## config.mk

```make
export PLATFORM = sky130hd
export DESIGN_NAME = reg_dump_tx_flat
export DESIGN_NICKNAME = d
export VERILOG_FILES = /design/src/rtl/reg_dump_tx_if.sv /design/src/rtl/reg_dump_tx.sv /design/src/flat_wrapper.sv
export SDC_FILE = /design/constraint.sdc
export NUM_CORES = 1
export LEC_CHECK = 0
export ABC_AREA = 1
export BUFFER_PORTS_ARGS = -buffer_cell sky130_fd_sc_hd__buf_2
export CORE_ASPECT_RATIO = 1.4
export CORE_MARGIN = 4
export CORE_UTILIZATION = 55
export CTS_CLUSTER_SIZE = 14
export DETAILED_ROUTE_END_ITERATION = 8
export MAX_ROUTING_LAYER = met4
export PLACE_DENSITY = 0.75
export SETUP_SLACK_MARGIN = 0.02
export SYNTH_ARGS = -nofsm -noshare
export SYNTH_HDL_FRONTEND = slang
export SYNTH_SLANG_ARGS = --single-unit
export TNS_END_PERCENT = 10
```

## constraint.sdc

```tcl
create_clock -name clk -period 2.34 [get_ports clk]
set_input_delay 0.468 -clock clk [delete_from_list [all_inputs] [get_ports clk]]
set_output_delay 0.468 -clock clk [all_outputs]
set_load 0.01 [all_outputs]
```

## src/rtl/reg_dump_tx_if.sv

```systemverilog
// rtl/reg_dump_tx_if.sv - register-file read port and UART/status bundle for reg_dump_tx
interface reg_dump_tx_if #(
    parameter int DATA_WIDTH = 32
);
    logic                  start;
    logic [4:0]            rd_addr;
    logic [DATA_WIDTH-1:0] rd_data;
    logic                  tx;
    logic                  busy;
    logic                  done;

    // Dump engine side
    modport master (
        input  start,
        input  rd_data,
        output rd_addr,
        output tx,
        output busy,
        output done
    );

    // Register file / host side
    modport slave (
        output start,
        output rd_data,
        input  rd_addr,
        input  tx,
        input  busy,
        input  done
    );
endinterface

```

## src/rtl/reg_dump_tx.sv

```systemverilog
// rtl/reg_dump_tx.sv - walks x0..x31 through a spare read port and streams them as UART 8N1
module reg_dump_tx #(
    parameter int CLKS_PER_BIT = 434,
    parameter int DATA_WIDTH   = 32
) (
    input logic          clk,
    input logic          reset,
    reg_dump_tx_if.master bus
);
    localparam int BYTES = DATA_WIDTH / 8;
    localparam int CW    = $clog2(CLKS_PER_BIT);
    localparam int BW    = (BYTES > 1) ? $clog2(BYTES) : 1;
    localparam logic [CW-1:0] BIT_LAST  = CW'(CLKS_PER_BIT - 1);
    localparam logic [BW-1:0] BYTE_LAST = BW'(BYTES - 1);
    localparam logic [7:0]    HEADER    = 8'hA5;

    typedef enum logic [2:0] {
        IDLE,
        LOAD,
        START_BIT,
        DATA_BITS,
        STOP_BIT
    } state_t;

    state_t                state;
    state_t                state_next;
    logic [CW-1:0]         bit_cnt;
    logic [2:0]            bit_idx;
    logic [BW-1:0]         byte_idx;
    logic                  hdr;
    logic [7:0]            byte_sh;
    logic [DATA_WIDTH-1:0] word_sh;
    logic [4:0]            addr;
    logic                  done_r;
    logic                  tx_line;
    logic                  bit_end;
    logic                  last_byte;
    logic                  last_reg;

    assign bit_end   = (bit_cnt == BIT_LAST);
    assign last_byte = (byte_idx == BYTE_LAST);
    assign last_reg  = (addr == 5'd31);

    assign bus.tx      = tx_line;
    assign bus.busy    = (state != IDLE);
    assign bus.done    = done_r;
    assign bus.rd_addr = addr;

    // State register; reset drops straight to IDLE so tx/busy follow without a clock
    always_ff @(posedge clk or posedge reset) begin
        if (reset) begin
            state <= IDLE;
        end else begin
            state <= state_next;
        end
    end

    // Next-state decode and serial line level for the current bit slot
    always_comb begin
        state_next = state;
        tx_line    = 1'b1;
        case (state)
            IDLE: begin
                if (bus.start) begin
                    state_next = START_BIT;
                end
            end
            LOAD: begin
                state_next = START_BIT;
            end
            START_BIT: begin
                tx_line = 1'b0;
                if (bit_end) begin
                    state_next = DATA_BITS;
                end
            end
            DATA_BITS: begin
                tx_line = byte_sh[0];
                if (bit_end && (bit_idx == 3'd7)) begin
                    state_next = STOP_BIT;
                end
            end
            STOP_BIT: begin
                if (bit_end) begin
                    if (hdr) begin
                        state_next = LOAD;
                    end else if (!last_byte) begin
                        state_next = START_BIT;
                    end else if (last_reg) begin
                        state_next = IDLE;
                    end else begin
                        state_next = LOAD;
                    end
                end
            end
            default: begin
                state_next = IDLE;
            end
        endcase
    end

    // Bit timing, byte/word shifters, register address and done pulse
    always_ff @(posedge clk or posedge reset) begin
        if (reset) begin
            bit_cnt  <= '0;
            bit_idx  <= '0;
            byte_idx <= '0;
            hdr      <= 1'b0;
            byte_sh  <= '0;
            word_sh  <= '0;
            addr     <= '0;
            done_r   <= 1'b0;
        end else begin
            done_r <= 1'b0;
            case (state)
                IDLE: begin
                    bit_cnt  <= '0;
                    bit_idx  <= '0;
                    byte_idx <= '0;
                    if (bus.start) begin
                        byte_sh <= HEADER;
                        hdr     <= 1'b1;
                        addr    <= '0;
                    end
                end
                LOAD: begin
                    // Snapshot taken here; later writes to this register do not reach the line
                    byte_sh  <= bus.rd_data[DATA_WIDTH-1 -: 8];
                    word_sh  <= bus.rd_data << 8;
                    byte_idx <= '0;
                end
                START_BIT: begin
                    bit_cnt <= bit_end ? '0 : bit_cnt + 1'b1;
                end
                DATA_BITS: begin
                    if (bit_end) begin
                        bit_cnt <= '0;
                        byte_sh <= byte_sh >> 1;
                        bit_idx <= bit_idx + 1'b1;
                    end else begin
                        bit_cnt <= bit_cnt + 1'b1;
                    end
                end
                STOP_BIT: begin
                    if (bit_end) begin
                        bit_cnt <= '0;
                        if (hdr) begin
                            hdr <= 1'b0;
                        end else if (!last_byte) begin
                            byte_sh  <= word_sh[DATA_WIDTH-1 -: 8];
                            word_sh  <= word_sh << 8;
                            byte_idx <= byte_idx + 1'b1;
                        end else if (last_reg) begin
                            done_r <= 1'b1;
                            addr   <= '0;
                        end else begin
                            addr <= addr + 1'b1;
                        end
                    end else begin
                        bit_cnt <= bit_cnt + 1'b1;
                    end
                end
                default: begin
                    bit_cnt <= '0;
                end
            endcase
        end
    end
endmodule

```

## src/flat_wrapper.sv

```systemverilog
// flat-port wrapper written by rule: the top's interface ports become plain ports
module reg_dump_tx_flat 
#(
    parameter int CLKS_PER_BIT = 434,
    parameter int DATA_WIDTH   = 32
)
  (clk, reset, bus_start, bus_rd_data, bus_rd_addr, bus_tx, bus_busy, bus_done);
  reg_dump_tx_if #(.DATA_WIDTH(DATA_WIDTH)) bus_i ();
  input logic clk;
  input logic reset;
  input wire logic [$bits(bus_i.start)-1:0] bus_start;
  input wire logic [$bits(bus_i.rd_data)-1:0] bus_rd_data;
  output wire logic [$bits(bus_i.rd_addr)-1:0] bus_rd_addr;
  output wire logic [$bits(bus_i.tx)-1:0] bus_tx;
  output wire logic [$bits(bus_i.busy)-1:0] bus_busy;
  output wire logic [$bits(bus_i.done)-1:0] bus_done;
  assign bus_i.start = bus_start;
  assign bus_i.rd_data = bus_rd_data;
  assign bus_rd_addr = bus_i.rd_addr;
  assign bus_tx = bus_i.tx;
  assign bus_busy = bus_i.busy;
  assign bus_done = bus_i.done;
  reg_dump_tx #(.CLKS_PER_BIT(CLKS_PER_BIT), .DATA_WIDTH(DATA_WIDTH)) u_core (.clk(clk), .reset(reset), .bus(bus_i));
endmodule
```

# Word level (Yosys, flattened, before mapping)
# Index checks and enable logic that the tools add are counted.
# word_totals
elab_cells	87
ff_bits	64
input_bits	35
# classes
muxes	41
reduce_logical	17
addsub	4
n_eq_ne	16
# op_table
op	n
$mux W32	3
$pmux W32 S2	1
$mux W8	5
$pmux W8 S4	1
$mux W5	5
$mux W3	7
$pmux W9 S2	1
$pmux W3 S5	1
$reduce_and A4 Y1	3
$ne A2 B1 Y1 const B	5
$pmux W5 S2	1
$add A9 B1 Y9 const B	1
$eq A9 B9 Y1 const B	1
$mux W9	1
$mux W1	8
$reduce_bool A2 Y1	4
$eq A3 B2 Y1 const B	2
$eq A3 B3 Y1 const B	2
$mux W2	3
$ne A2 B2 Y1 const B	3
$pmux W3 S2	1
$reduce_and A6 Y1	1
$add A5 B1 Y5 const B	1
$eq A5 B5 Y1 const B	1
other kinds (15)	16

# Depth between registers and ports, before layout
# logic_depth
ltp_word	6
mapped_depth	11
mapped_depth_nobuf	11

# Worst setup path before layout
# OpenSTA, ideal clock, no wires.
# synth_timing
path_type	register -> register
start	register u_core.bit_cnt[1]
end	register u_core.word_sh[24]
t_arrival_ns	1.329
path_stages_with_launch	11
path_buffers	1
required_time_ns	2.224
path_slack_ns	0.895
period_less_slack_ns	1.445
cell_sequence	dfrtp_1 > inv_1 > ha_1 > nand2_1 > nor2_1 > nand2_2 > nor2_2 > nor2_4 > buf_4 > nand2_1 > nand2_1
# synth_via
elab_chain_cells	3
# synth_lines
item	line	source
start, declared	reg_dump_tx.sv:27	logic [CW-1:0] bit_cnt;
start signal, assigned	reg_dump_tx.sv:133	bit_cnt <= bit_end ? '0 : bit_cnt + 1'b1;
start signal, assigned	reg_dump_tx.sv:141	bit_cnt <= bit_cnt + 1'b1;
start signal, assigned	reg_dump_tx.sv:160	bit_cnt <= bit_cnt + 1'b1;
$eq A9 B9 Y1	reg_dump_tx.sv:40	assign bit_end = (bit_cnt == BIT_LAST);
$ne A2 B1 Y1 (no line)	-	
$reduce_and A4 Y1 (no line)	-	
end signal, assigned	reg_dump_tx.sv:129	word_sh <= bus.rd_data << 8;
end signal, assigned	reg_dump_tx.sv:151	word_sh <= word_sh << 8;
end, declared	reg_dump_tx.sv:32	logic [DATA_WIDTH-1:0] word_sh;
# No other way between the ends.
# A chain may end at the register's enable or synchronous reset.

# Worst setup path after layout
# layout_timing
start	register u_core.bit_cnt[1]
end	register u_core.byte_sh[5]
# layout_via
elab_chain_cells	3
word_cells_on_any_way	4
classes_between	3 x eq/ne; 1 x reduce/logical
# layout_lines
item	line	source
$eq A9 B9 Y1 *	reg_dump_tx.sv:40	
$ne A2 B1 Y1 (no line)	-	
$reduce_and A6 Y1 (no line) *	-	
end signal, assigned	reg_dump_tx.sv:128	byte_sh <= bus.rd_data[DATA_WIDTH-1 -: 8];
end signal, assigned	reg_dump_tx.sv:138	byte_sh <= byte_sh >> 1;
end signal, assigned	reg_dump_tx.sv:150	byte_sh <= word_sh[DATA_WIDTH-1 -: 8];
end, declared	reg_dump_tx.sv:31	logic [7:0] byte_sh;
# Every way passes the cells marked *; elsewhere a longest branch is shown, timed or not.

==> results.toml <==
[status]
status = "complete, no violations"

[setup_path]
arrival_ns = 2.13
cpLargestDelayFamily = "simple AND/OR/NAND/NOR gates"
r2r_slack_ns = 0.41
path_common_cell = "nand2_1"
rr_worst_depth = 9
cp_slowest_cell = "o21ai_2"
r2r-start = "u_core.bit_cnt[1]"
regToRegEndpoint = "u_core.byte_sh[5]"
cp_cell_sequence = "inv_1 > ha_1 > nand2_1 > nor2_1 > nand2_2 > o21ai_2 > nand2_2 > nand2_1 > nand2_1"
cp_max_fo = 12
slowest_delay_ns = 0.44
required_ns = 2.54
path_class = "reg2reg"
endpoint_kind = "flip-flop"
path_buf_inv = 1
startpoint_type = "flip-flop"

[pwr]
power_leakage_nw = 1.82
power.density_nw_per_um2 = 1080
pwr-share-seq = 0.421
power_frac_comb = 0.408
p_sw_mw = 1.53
clock_power_share = 0.172
vdd_drop_max_uv = 525
p_int_mw = 2.11
design_power_total_mw = 3.64
swShare = 0.421

[final_layout]
area.growth.synth_to_final_pct = 10.9
multiInputGateArea_um2 = 1420
num_antenna_cells = 0
final.fill_count = 500
nNetsFinal = 480
drive_gt1_frac = 0.171
final_cells = 505
fin_area_um2 = 3370
finish.utilization = 0.640
seq_area_um2 = 1400

[route]
vias = 2606
routed_wl_mm = 6.29
viasPerCell = 5.16
routedWlPerCell_um = 12.5
antenna_left = 0
drt_iter0_drc = 147
drc = 0
firstDrtPassIters = 4

[clock_tree]
numCtsBuffers = 5
root_buffer = "clkbuf_8"
htree_levels = 2
cts_hold_buf = 0
clkSinkCount = 56
clock_latency_ns = 0.31
tritoncts = "built"
ctsLongestPathBuffers = 2
postCtsSetupBuffers = 0
cts_resized = 0
clkTransAtPathRegs_ns = 0.09

[floorplanning]
die_h_um = 96.0
num_rows = 31
die_x_um = 70.9
die_area_um2 = 6800
io_pins = 43
core_um2 = 5280
initial_utilization = 0.577

[synthesis]
synth_seq_cells = 56
synth_area_um2 = 3040
synth_area_leader_cell = "dfrtp_1"
ys_warn_count = 0
synthTopCellsByArea = "dfrtp_1 (46%), nand2_1 (20%), nand3_1 (4.8%), o21ai_0 (4.6%), inv_1 (3.3%)"
seq_area_frac_synth = 0.461
synth_cells = 399
avgSynthCellArea_um2 = 7.62
yosysTopAreaCellShare = 0.461
synth_nets = 441
ys_types = 32

[placed_design]
gp_congestion = 0.827
dp_slack_ns = 0.423
dpl.cell_count = 497
place_area_um2 = 3270
dp_hpwl_mm = 4.54
port_buffers = 42

[timing]
whs_ns = 0.197
skew_ns = 0.00829
setup_viol = 0
worstMarginPinSlew_ns = 0.547
rsz0062_at_grt = "no"
tns_ns = 0
finalMaxSlewViolations = 0
final.period_utilization = 0.823
finalHoldViolCount = 0
fmax_mhz = 519
post-route-min-period_ns = 1.93
max_slew_margin = 0.634
setup_ws_ns = 0.415

[grt]
grt_first_pass_wirelength_mm = 10.6
grtUsageTotal = 0.200
gr-total-overflow = 0
grt_pass1_vias = 2486
grt_antenna_before_repair = 0
grt_max_degree = 57

[flow_run]
maxCapViolations = 0

[hold_path]
hold_path_class = "in2async"
-- synthesized netlist by cell type, drive strengths merged --
cell type / instances
nand2: 167
dfrtp: 56
o21ai: 43
inv: 33
nand3: 30
nor2: 28
buf: 11
a21oi: 8
ha: 7
nor3: 4
nand4: 3
xor2: 3
and2: 1
clkbuf: 1
nand3b: 1
nor4: 1
o22ai: 1
or2: 1
-- tightest hold or removal path: cells and delay by family --
family | cells | cell delay, ns
buffers and inverters | 3 | 0.43
-- worst max-delay path by stage --
| stage | endpoint | cells after the start | from | slack [ns] |
|---|---|---|---|---|
| 2_1_floorplan | u_core.bit_cnt[0] | 1 | reset | 0.50 |
| 5_1_grt | u_core.byte_sh[4] | 9 | u_core.bit_cnt[1] | 0.22 |
| 3_3_place_gp | u_core.byte_sh[4] | 9 | u_core.bit_cnt[1] | 0.43 |
| 6_report | u_core.byte_sh[5] | 9 | u_core.bit_cnt[1] | 0.41 |
| 4_1_cts | u_core.byte_sh[5] | 9 | u_core.bit_cnt[1] | 0.40 |
| 3_5_place_dp | u_core.byte_sh[6] | 9 | u_core.bit_cnt[1] | 0.42 |
-- logic make-up after synthesis --
group           share of synthesized area
simple gates                        0.337
flops                               0.461
compound gates                     0.0909
buf+inv                            0.0736
fa+ha+maj                          0.0288
xor+xnor                          0.00864
-- cells in the final DEF (no fill, tap or decap) --
| cell | count |
|---|---|
| nor2_2 | 2 |
| ha_1 | 7 |
| o22ai_1 | 1 |
| o21ai_2 | 1 |
| nor3_1 | 3 |
| nand3b_1 | 1 |
| buf_4 | 1 |
| clkinv_2 | 1 |
| a21oi_1 | 8 |
| nor4_1 | 1 |
| nand3_2 | 1 |
| clkbuf_1 | 1 |
| o21ai_1 | 13 |
| nand2_2 | 4 |
| nand4_1 | 3 |
| nor2_1 | 23 |
| inv_4 | 2 |
| inv_1 | 26 |
| nand2_4 | 3 |
| o21ai_4 | 1 |
| nand3_1 | 29 |
| nor3_2 | 1 |
| nand2_1 | 160 |
| dfrtp_1 | 56 |
| bufinv_16 | 1 |
| and2_1 | 1 |
| o21ai_0 | 28 |
| nor2_4 | 2 |
| buf_12 | 1 |
| clkbuf_8 | 5 |
| nor2_8 | 1 |
| xor2_1 | 3 |
| inv_2 | 5 |
| buf_2 | 42 |
| or2_2 | 1 |
-- state kept, by name (all words and copies together) (netlist names) --
register and flops:
u_core.bit_cnt 9, u_core.state 3, u_core.byte_sh 8, u_core.bit_idx 3
u_core.word_sh 24, u_core.bus.done 1, u_core.bus.rd_addr 5, u_core.hdr 1
u_core.byte_idx 2
-- power by group through the flow --
stage | clock network, mW | logic, mW | registers, mW
after CTS | 0.642 | 1.49 | 1.53
final | 0.625 | 1.48 | 1.53
after global placement | 0 | 1.45 | 1.53
after detailed placement | 0 | 1.48 | 1.55
after global routing | 0.674 | 1.71 | 1.58
after floorplan | 0 | 1.27 | 1.46
-- layout make-up --
class | count | area share
Multi-Input combinational cell | 298 | 0.420
Sequential cell | 56 | 0.415
Timing Repair Buffer | 44 | 0.0704
Inverter | 33 | 0.0382
Tap cell | 66 | 0.0245
Clock buffer | 6 | 0.0215
Clock inverter | 2 | 0.0104
-- metal layers --
| layer | global-route usage | up-vias | part of all wire |
|---|---|---|---|
| met5 | - | - | 0 |
| met4 | 0.0721 | 0 | 0.012 |
| met3 | 0.0334 | 6 | 0.042 |
| met2 | 0.352 | 51 | 0.51 |
| met1 | 0.229 | 1209 | 0.44 |
| li1 | - | 1340 | - |
Power figures use the tool's default switching activity.
